## src/rtl/readout_sequencer.sv

```systemverilog
// -----------------------------------------------------------------------------
// readout_sequencer
//
// Scan controller for the multi-channel impulse counter bank. A rising edge on
// rtc starts one readout frame. For every channel (0 .. NUM_CH-1) the sequencer
// spends one LOAD cycle (sl=1, cnt_clr=1) capturing the channel count and its
// overflow flag, then shifts the captured count out MSB-first on serial_out.
//
// Optional build macro: PARITY_EN
//   defined   : one extra shift cycle per channel carrying even parity
//               (XOR of the captured CNT_W data bits).
//   undefined : data bits only.
//
// Ports
//   clk         in   1       system clock, rising edge
//   reset       in   1       synchronous active-high reset
//   rtc         in   1       frame request level; rising edge starts a frame
//   ch_count    in   CNT_W   count of the channel selected by addr
//   ch_ovf      in   1       overflow flag of the channel selected by addr
//   addr        out  ADDR_W  channel select to the counter bank
//   sl          out  1       1 = load/snapshot cycle, 0 = shift
//   cnt_clr     out  1       clear pulse for the selected channel (with sl)
//   serial_out  out  1       serial data, MSB first, channel 0 first
//   ovf_ch_out  out  1       overflow flag of the channel being shifted
//   ovf_global  out  1       OR of ch_ovf over channels loaded this frame
//   ovf_rtc     out  1       sticky: frame request arrived while busy
//   busy        out  1       sequencer not idle
//   done        out  1       one-cycle pulse on return to idle after a frame
// -----------------------------------------------------------------------------
module readout_sequencer #(
    parameter int NUM_CH = 8,
    parameter int CNT_W  = 8,
    parameter int ADDR_W = 3
) (
    input  logic              clk,
    input  logic              reset,
    input  logic              rtc,
    input  logic [CNT_W-1:0]  ch_count,
    input  logic              ch_ovf,
    output logic [ADDR_W-1:0] addr,
    output logic              sl,
    output logic              cnt_clr,
    output logic              serial_out,
    output logic              ovf_ch_out,
    output logic              ovf_global,
    output logic              ovf_rtc,
    output logic              busy,
    output logic              done
);

`ifdef PARITY_EN
    localparam int BITS = CNT_W + 1;
`else
    localparam int BITS = CNT_W;
`endif
    localparam int BC_W = $clog2(BITS + 1);
    localparam logic [BC_W-1:0]   LAST_BIT = BC_W'(BITS - 1);
    localparam logic [ADDR_W-1:0] LAST_CH  = ADDR_W'(NUM_CH - 1);
`ifdef PARITY_EN
    // Bit counter value of the last data bit; the cycle after it carries parity.
    localparam logic [BC_W-1:0]   LAST_DATA = BC_W'(CNT_W - 1);
`endif

    typedef enum logic [1:0] {
        S_IDLE  = 2'd0,
        S_LOAD  = 2'd1,
        S_SHIFT = 2'd2
    } state_t;

    state_t              state_q, state_d;
    logic [ADDR_W-1:0]   addr_q, addr_d;
    logic [CNT_W-1:0]    shreg_q, shreg_d;
    logic [BC_W-1:0]     bitcnt_q, bitcnt_d;
    logic                serial_q, serial_d;
    logic                ovf_ch_q, ovf_ch_d;
    logic                ovf_glob_q, ovf_glob_d;
    logic                ovf_rtc_q, ovf_rtc_d;
    logic                done_q, done_d;
    logic                rtc_q;
    logic                rtc_edge;
`ifdef PARITY_EN
    logic                par_q, par_d;
`endif

    assign rtc_edge = rtc & ~rtc_q;

    always_comb begin
        state_d    = state_q;
        addr_d     = addr_q;
        shreg_d    = shreg_q;
        bitcnt_d   = bitcnt_q;
        serial_d   = 1'b0;
        ovf_ch_d   = ovf_ch_q;
        ovf_glob_d = ovf_glob_q;
        done_d     = 1'b0;
        // Any request that cannot start a frame is dropped and remembered.
        ovf_rtc_d  = ovf_rtc_q | (rtc_edge & (state_q != S_IDLE));
`ifdef PARITY_EN
        par_d      = par_q;
`endif
        case (state_q)
            S_IDLE: begin
                addr_d = '0;
                if (rtc_edge) begin
                    state_d    = S_LOAD;
                    ovf_glob_d = 1'b0;
                end
            end
            S_LOAD: begin
                shreg_d    = ch_count;
                // serial_out is registered: preload the first data bit so it
                // appears in the first SHIFT cycle.
                serial_d   = ch_count[CNT_W-1];
                ovf_ch_d   = ch_ovf;
                ovf_glob_d = ovf_glob_q | ch_ovf;
                bitcnt_d   = '0;
`ifdef PARITY_EN
                par_d      = ^ch_count;
`endif
                state_d    = S_SHIFT;
            end
            S_SHIFT: begin
                shreg_d  = shreg_q << 1;
                bitcnt_d = bitcnt_q + 1'b1;
                if (bitcnt_q == LAST_BIT) begin
                    if (addr_q == LAST_CH) begin
                        state_d = S_IDLE;
                        addr_d  = '0;
                        done_d  = 1'b1;
                    end else begin
                        state_d = S_LOAD;
                        addr_d  = addr_q + 1'b1;
                    end
                end else begin
                    serial_d = shreg_d[CNT_W-1];
`ifdef PARITY_EN
                    if (bitcnt_q == LAST_DATA) begin
                        serial_d = par_q;
                    end
`endif
                end
            end
            default: begin
                state_d = S_IDLE;
                addr_d  = '0;
            end
        endcase
    end

    always_ff @(posedge clk) begin
        // rtc is tracked even during reset so a level held high across reset
        // release is not mistaken for a new request.
        rtc_q <= rtc;
        if (reset) begin
            state_q    <= S_IDLE;
            addr_q     <= '0;
            shreg_q    <= '0;
            bitcnt_q   <= '0;
            serial_q   <= 1'b0;
            ovf_ch_q   <= 1'b0;
            ovf_glob_q <= 1'b0;
            ovf_rtc_q  <= 1'b0;
            done_q     <= 1'b0;
`ifdef PARITY_EN
            par_q      <= 1'b0;
`endif
        end else begin
            state_q    <= state_d;
            addr_q     <= addr_d;
            shreg_q    <= shreg_d;
            bitcnt_q   <= bitcnt_d;
            serial_q   <= serial_d;
            ovf_ch_q   <= ovf_ch_d;
            ovf_glob_q <= ovf_glob_d;
            ovf_rtc_q  <= ovf_rtc_d;
            done_q     <= done_d;
`ifdef PARITY_EN
            par_q      <= par_d;
`endif
        end
    end

    assign addr       = addr_q;
    assign sl         = (state_q == S_LOAD);
    assign cnt_clr    = (state_q == S_LOAD);
    assign serial_out = serial_q;
    assign ovf_ch_out = ovf_ch_q;
    assign ovf_global = ovf_glob_q;
    assign ovf_rtc    = ovf_rtc_q;
    assign busy       = (state_q != S_IDLE);
    assign done       = done_q;

endmodule
```

## config.mk

```make
export PLATFORM = sky130hd
export DESIGN_NAME = readout_sequencer
export DESIGN_NICKNAME = d
export VERILOG_FILES = /design/src/rtl/readout_sequencer.sv
export SDC_FILE = /design/constraint.sdc
export NUM_CORES = 1
export LEC_CHECK = 0
export BUFFER_PORTS_ARGS = -buffer_cell sky130_fd_sc_hd__buf_2
export CAP_MARGIN = 20
export CORE_MARGIN = 10
export CORE_UTILIZATION = 30
export DETAILED_ROUTE_END_ITERATION = 8
export GPL_ROUTABILITY_DRIVEN = 0
export PLACE_DENSITY = 0.58
export SLEW_MARGIN = 40
export SYNTH_ARGS = -nofsm -noshare
export SYNTH_HDL_FRONTEND = slang
export SYNTH_SLANG_ARGS = --single-unit
```

## constraint.sdc

```tcl
create_clock -name clk -period 2 [get_ports clk]
set_input_delay 0 -clock clk [delete_from_list [all_inputs] [get_ports clk]]
set_output_delay 0 -clock clk [all_outputs]
set_load 0.01 [all_outputs]
```

Yosys cells after proc, flatten, opt, wreduce, memory -nomap -nowiden

Cells that the tools add are included.

Flip-flop bits (word level): 22
Bits of input ports: 12
Logic and storage cells: 48

Add/subtract/negate cells: 2
Equality and inequality tests: 6
Mux-type cells: 14
Bitwise operators: 8
Reduce and logical (&&, ||, !) cells: 8

Operator list:

| kind                                                            | count |
|---|---|
| 7-bit case mux with 2 select lines                              | 1 |
| 4-bit case mux with 2 select lines                              | 1 |
| 3-bit two-way mux                                               | 2 |
| 2-bit case mux with 3 select lines                              | 1 |
| 3-bit case mux with 2 select lines                              | 1 |
| 2-bit AND reduction                                             | 3 |
| 2-bit nonzero test                                              | 3 |
| 4-bit by 1-bit adder with 4-bit output, second input constant   | 1 |
| 4-bit by 3-bit == test with 1-bit output, second input constant | 1 |
| 1-bit two-way mux                                               | 4 |
| 2-bit two-way mux                                               | 2 |
| 2-bit inequality test, second input constant                    | 2 |
| 1-bit NOT                                                       | 4 |
| 1-bit case mux with 2 select lines                              | 2 |
| 3-bit by 1-bit adder with 3-bit output, second input constant   | 1 |
| 3-bit == test, second input constant                            | 1 |
| 3-bit OR reduction                                              | 1 |
| 1-bit AND                                                       | 2 |
| 2-bit by 1-bit == test with 1-bit output, second input constant | 1 |
| 2-bit == test, second input constant                            | 1 |
| 2-bit logical NOT                                               | 1 |
| 1-bit OR                                                        | 2 |

Longest topological paths before layout

Word-level depth: 4
Depth in mapped cells: 6
Mapped depth without buffers: 5

Worst setup path before layout

Ideal clock, no wire load.

Path type: register to register
From: register state_q[0]
To: register bitcnt_q[3]
Required time: 1.926 ns
Path buffers: 1
Arrival: 1.327 ns
Path slack: 0.599 ns
Cell stages (with the launch flop): 7
Cell sequence: dfxtp_1 -> inv_1 -> ha_1 -> buf_2 -> nand2_1 -> or4_1 -> o21ai_0

Word-level cells in the longest chain between the ends: 2
Elaborated cells on any way between the ends: 4
Classes of those cells: eq/ne: 2; mux: 1; reduce/logical: 1

RTL lines:

| element                                                                          | RTL line | RTL |
|---|---|---|
| start, declared                                                                  | 70       | `state_t state_q, state_d;` |
| start signal, assigned                                                           | 168      | `state_q <= state_d;` |
| 2-bit == test / 2-bit by 1-bit == test with 1-bit output (equally long branches) | 101      | `case (state_q)` |
| 4-bit case mux with 2 select lines / 2-bit nonzero test (equally long branches)  | n/a      |  |
| end signal, assigned                                                             | 171      | `bitcnt_q <= bitcnt_d;` |
| end, declared                                                                    | 73       | `logic [BC_W-1:0] bitcnt_q, bitcnt_d;` |

Parallel ways exist; a longest one is shown, timed or not.
A chain may end at the register's enable or synchronous reset.

Worst setup path in the final report

Same ends and word-level chain as after synthesis.

==> flow_summary.json <==
{
  "status": "complete, no violations",
  "cp_slowest_cell": "ha_1",
  "drive_gt1_frac": 0.226,
  "core-area_um2": 3360,
  "finalHoldViolCount": 0,
  "num_vias": 827,
  "ant_nets": 0,
  "critPathTopFamily": "simple AND/OR/NAND/NOR gates",
  "highest_layer": "met4",
  "max_slew_margin": 0.680,
  "seq_power_share": 0.401,
  "drc": 0,
  "clk_latency_ns": 0.32,
  "start_util": 0.314,
  "yosysSeqAreaShare": 0.417,
  "dpl-instance-area_um2": 1180,
  "row_count": 21,
  "wl_um": 2270,
  "met2WireLength_um": 1050,
  "yosys_warnings": 0,
  "slowest_delay_ns": 0.46,
  "tightest_slew_ns": 0.481,
  "p_per_area_nw_per_um2": 1160,
  "crit_type": "reg2reg",
  "grt_pass1_vias": 834,
  "cts-root-buf": "clkbuf_4",
  "crit_chain": "inv_1 -> ha_1 -> nand2_1 -> or4_1 -> o21ai_0",
  "worstPathArrival_ns": 1.85,
  "ys_types": 26,
  "avgSynthCellArea_um2": 9.61,
  "die-width_um": 79.4,
  "synth_seq_cells": 22,
  "max_freq_ghz": 0.628,
  "internal_power_uw": 968,
  "nets": 153,
  "grt_usage": 0.0739,
  "worstHoldPathType": "in2reg",
  "hold_ws_ns": 0.0139,
  "overflow": 0,
  "firstDrtPassIters": 4,
  "cts_buffers": 3,
  "worst-path-max-fanout": 12,
  "syn_area_um2": 1060,
  "io_buffers": 22,
  "tns_ns": 0,
  "rsz0062_at_grt": "false",
  "maxCapViolations": 0,
  "antenna_found_initial": 0,
  "drv_slew": 0,
  "p_switching_uw": 505,
  "cts_sinks": 22,
  "routedWlPerCell_um": 12.7,
  "htreeDepth": 1,
  "mostFrequentLayoutCells": "dfxtp_1 (22), buf_2 (22), mux2i_1 (12), nor2_1 (9), nand2b_1 (8)",
  "clk_path_buf_depth": 2,
  "fin_crit_sh": 0.796,
  "met3_length_um": 153,
  "path_buf_inv": 1,
  "synth-compound-area-share": 0.125,
  "leakage_uw": 0.000531,
  "cp.required_ns": 2.25,
  "drtIter0Drc": 19,
  "end_kind": "flop",
  "synth_mux_area_frac": 0.124,
  "switching_share": 0.343,
  "fp.dieH_um": 79.4,
  "grt_pass1_wl_um": 3840,
  "synth-xor-area-share": 0,
  "irDropWorstVdd_uv": 482,
  "min_period_ns": 1.59,
  "dp.final_hpwl_um": 1710,
  "skew_ns": 0.00807,
  "ios": 23,
  "clk_pin_slew_ns": 0.13,
  "yosys.area_share.simple": 0.181,
  "netlist_instances": 110,
  "drt-met1-wl_um": 1060,
  "diodes": 0,
  "synth_nets": 129,
  "cts_tree": "built",
  "power_frac_comb": 0.365,
  "synth_adder_area_share": 0.0828,
  "die_area_um2": 6300,
  "synth_top_family_by_area": "simple AND/OR/NAND/NOR gates",
  "grt_start_max_net_pins": 28,
  "viasPerCell": 4.62,
  "crit_path_start_kind": "flop",
  "design_area_um2": 1270,
  "area_growth_pct": 19.9,
  "finalSetupViolCount": 0,
  "p_clk_frac": 0.234
}
state kept, by name, indices dropped and copies added, names as in the netlist, 2 cells and up:
register  count
shreg_q       7
bitcnt_q      4
addr          3
state_q       2
power by group through the flow:
stage / sequential (uW) / combinational (uW) / clock (uW)
2_1_floorplan: 595 / 417 / 0
3_3_place_gp: 599 / 521 / 0
3_5_place_dp: 601 / 538 / 0
4_1_cts: 591 / 544 / 355
5_1_grt: 602 / 610 / 374
6_report: 591 / 537 / 345
what timing repair did:
item | in CTS | in global routing
hold endpoints to repair | 4 | 0
buffers inserted | 0 | 0
endpoints found under the setup margin | 0 | 0
hold buffers | 3 | 0
resized for setup | 0 | 0
cells in the mapped netlist:
library cell | number | area (um^2)
o21ai_0 | 3 | 15.0
ha_1 | 7 | 87.6
or3_1 | 1 | 6.26
inv_1 | 5 | 18.8
buf_2 | 4 | 20.0
a21oi_1 | 6 | 30.0
buf_6 | 2 | 22.5
nor2_1 | 9 | 33.8
a211o_1 | 1 | 8.76
nand2_1 | 4 | 15.0
mux2i_1 | 12 | 120
a32oi_1 | 1 | 8.76
or4_1 | 1 | 7.51
nor3_1 | 2 | 10.0
dfxtp_1 | 22 | 440
nand2b_1 | 8 | 50.1
nand3_1 | 2 | 10.0
buf_4 | 1 | 7.51
nand4b_1 | 1 | 8.76
nor2b_1 | 2 | 12.5
a211oi_1 | 7 | 52.6
a21oi_2 | 1 | 8.76
a2bb2oi_1 | 1 | 8.76
clkbuf_2 | 1 | 5.00
nand3b_1 | 5 | 37.5
mux2_2 | 1 | 11.3
worst paths after layout:
check	start	to	slack, ns	cells after the start
max reg2reg	state_q[0]$_SDFFE_PP0P_	bitcnt_q[3]$_SDFFE_PP0P_	0.41	5
max	state_q[0]$_SDFFE_PP0P_	bitcnt_q[3]$_SDFFE_PP0P_	0.41	5
min reg2reg	ovf_global$_SDFFE_PP0P_	ovf_global$_SDFFE_PP0P_	0.48	2
min	ch_count[6]	shreg_q[6]$_SDFFE_PP0P_	0.01	3
routing by layer:
layer,GRT usage,up-vias
li1,-,428
met1,0.0832,380
met2,0.125,17
met3,0.0372,2
met4,0.0108,0
met5,0,-
cell type report:
cell class	count	area, um^2
Multi-Input combinational cell	75	543
Inverter	5	18.8
Timing Repair Buffer	27	155
Clock buffer	3	22.5
Tap cell	46	57.6
Fill cell	371	2100
Sequential cell	22	440
Clock inverter	1	30.0
kinds of logic after synthesis:
family | Yosys count
simple gates | 35
flops | 22
compound gates | 20
buf+inv | 13
mux | 13
fa+ha+maj | 7
through the flow:
| stage | setup slack, ns | instances | utilization | power, uW |
|---|---|---|---|---|
| 6_report | 0.407 | 179 | 0.377 | 1470 |
| 5_1_grt | 0.225 | 179 | 0.377 | 1590 |
| 4_1_cts | 0.395 | 179 | 0.377 | 1490 |
| 3_5_place_dp | 0.428 | 172 | 0.352 | 1140 |
| 3_3_place_gp | 0.503 | 172 | 0.352 | 1120 |
| 2_1_floorplan | 0.599 | 110 | - | 1010 |
worst register-to-register path, delay by kind of cell, from the launching register on:
family | cells | cell delay, ns
buffers and inverters | 1 | 0.10
adder cells (fa/ha/maj) | 1 | 0.46
flip-flops | 1 | 0.37
AND/OR/NAND/NOR | 2 | 0.53
AO/OA/AOI/OAI | 1 | 0.08
No activity file was read; power rests on OpenSTA's default activity.
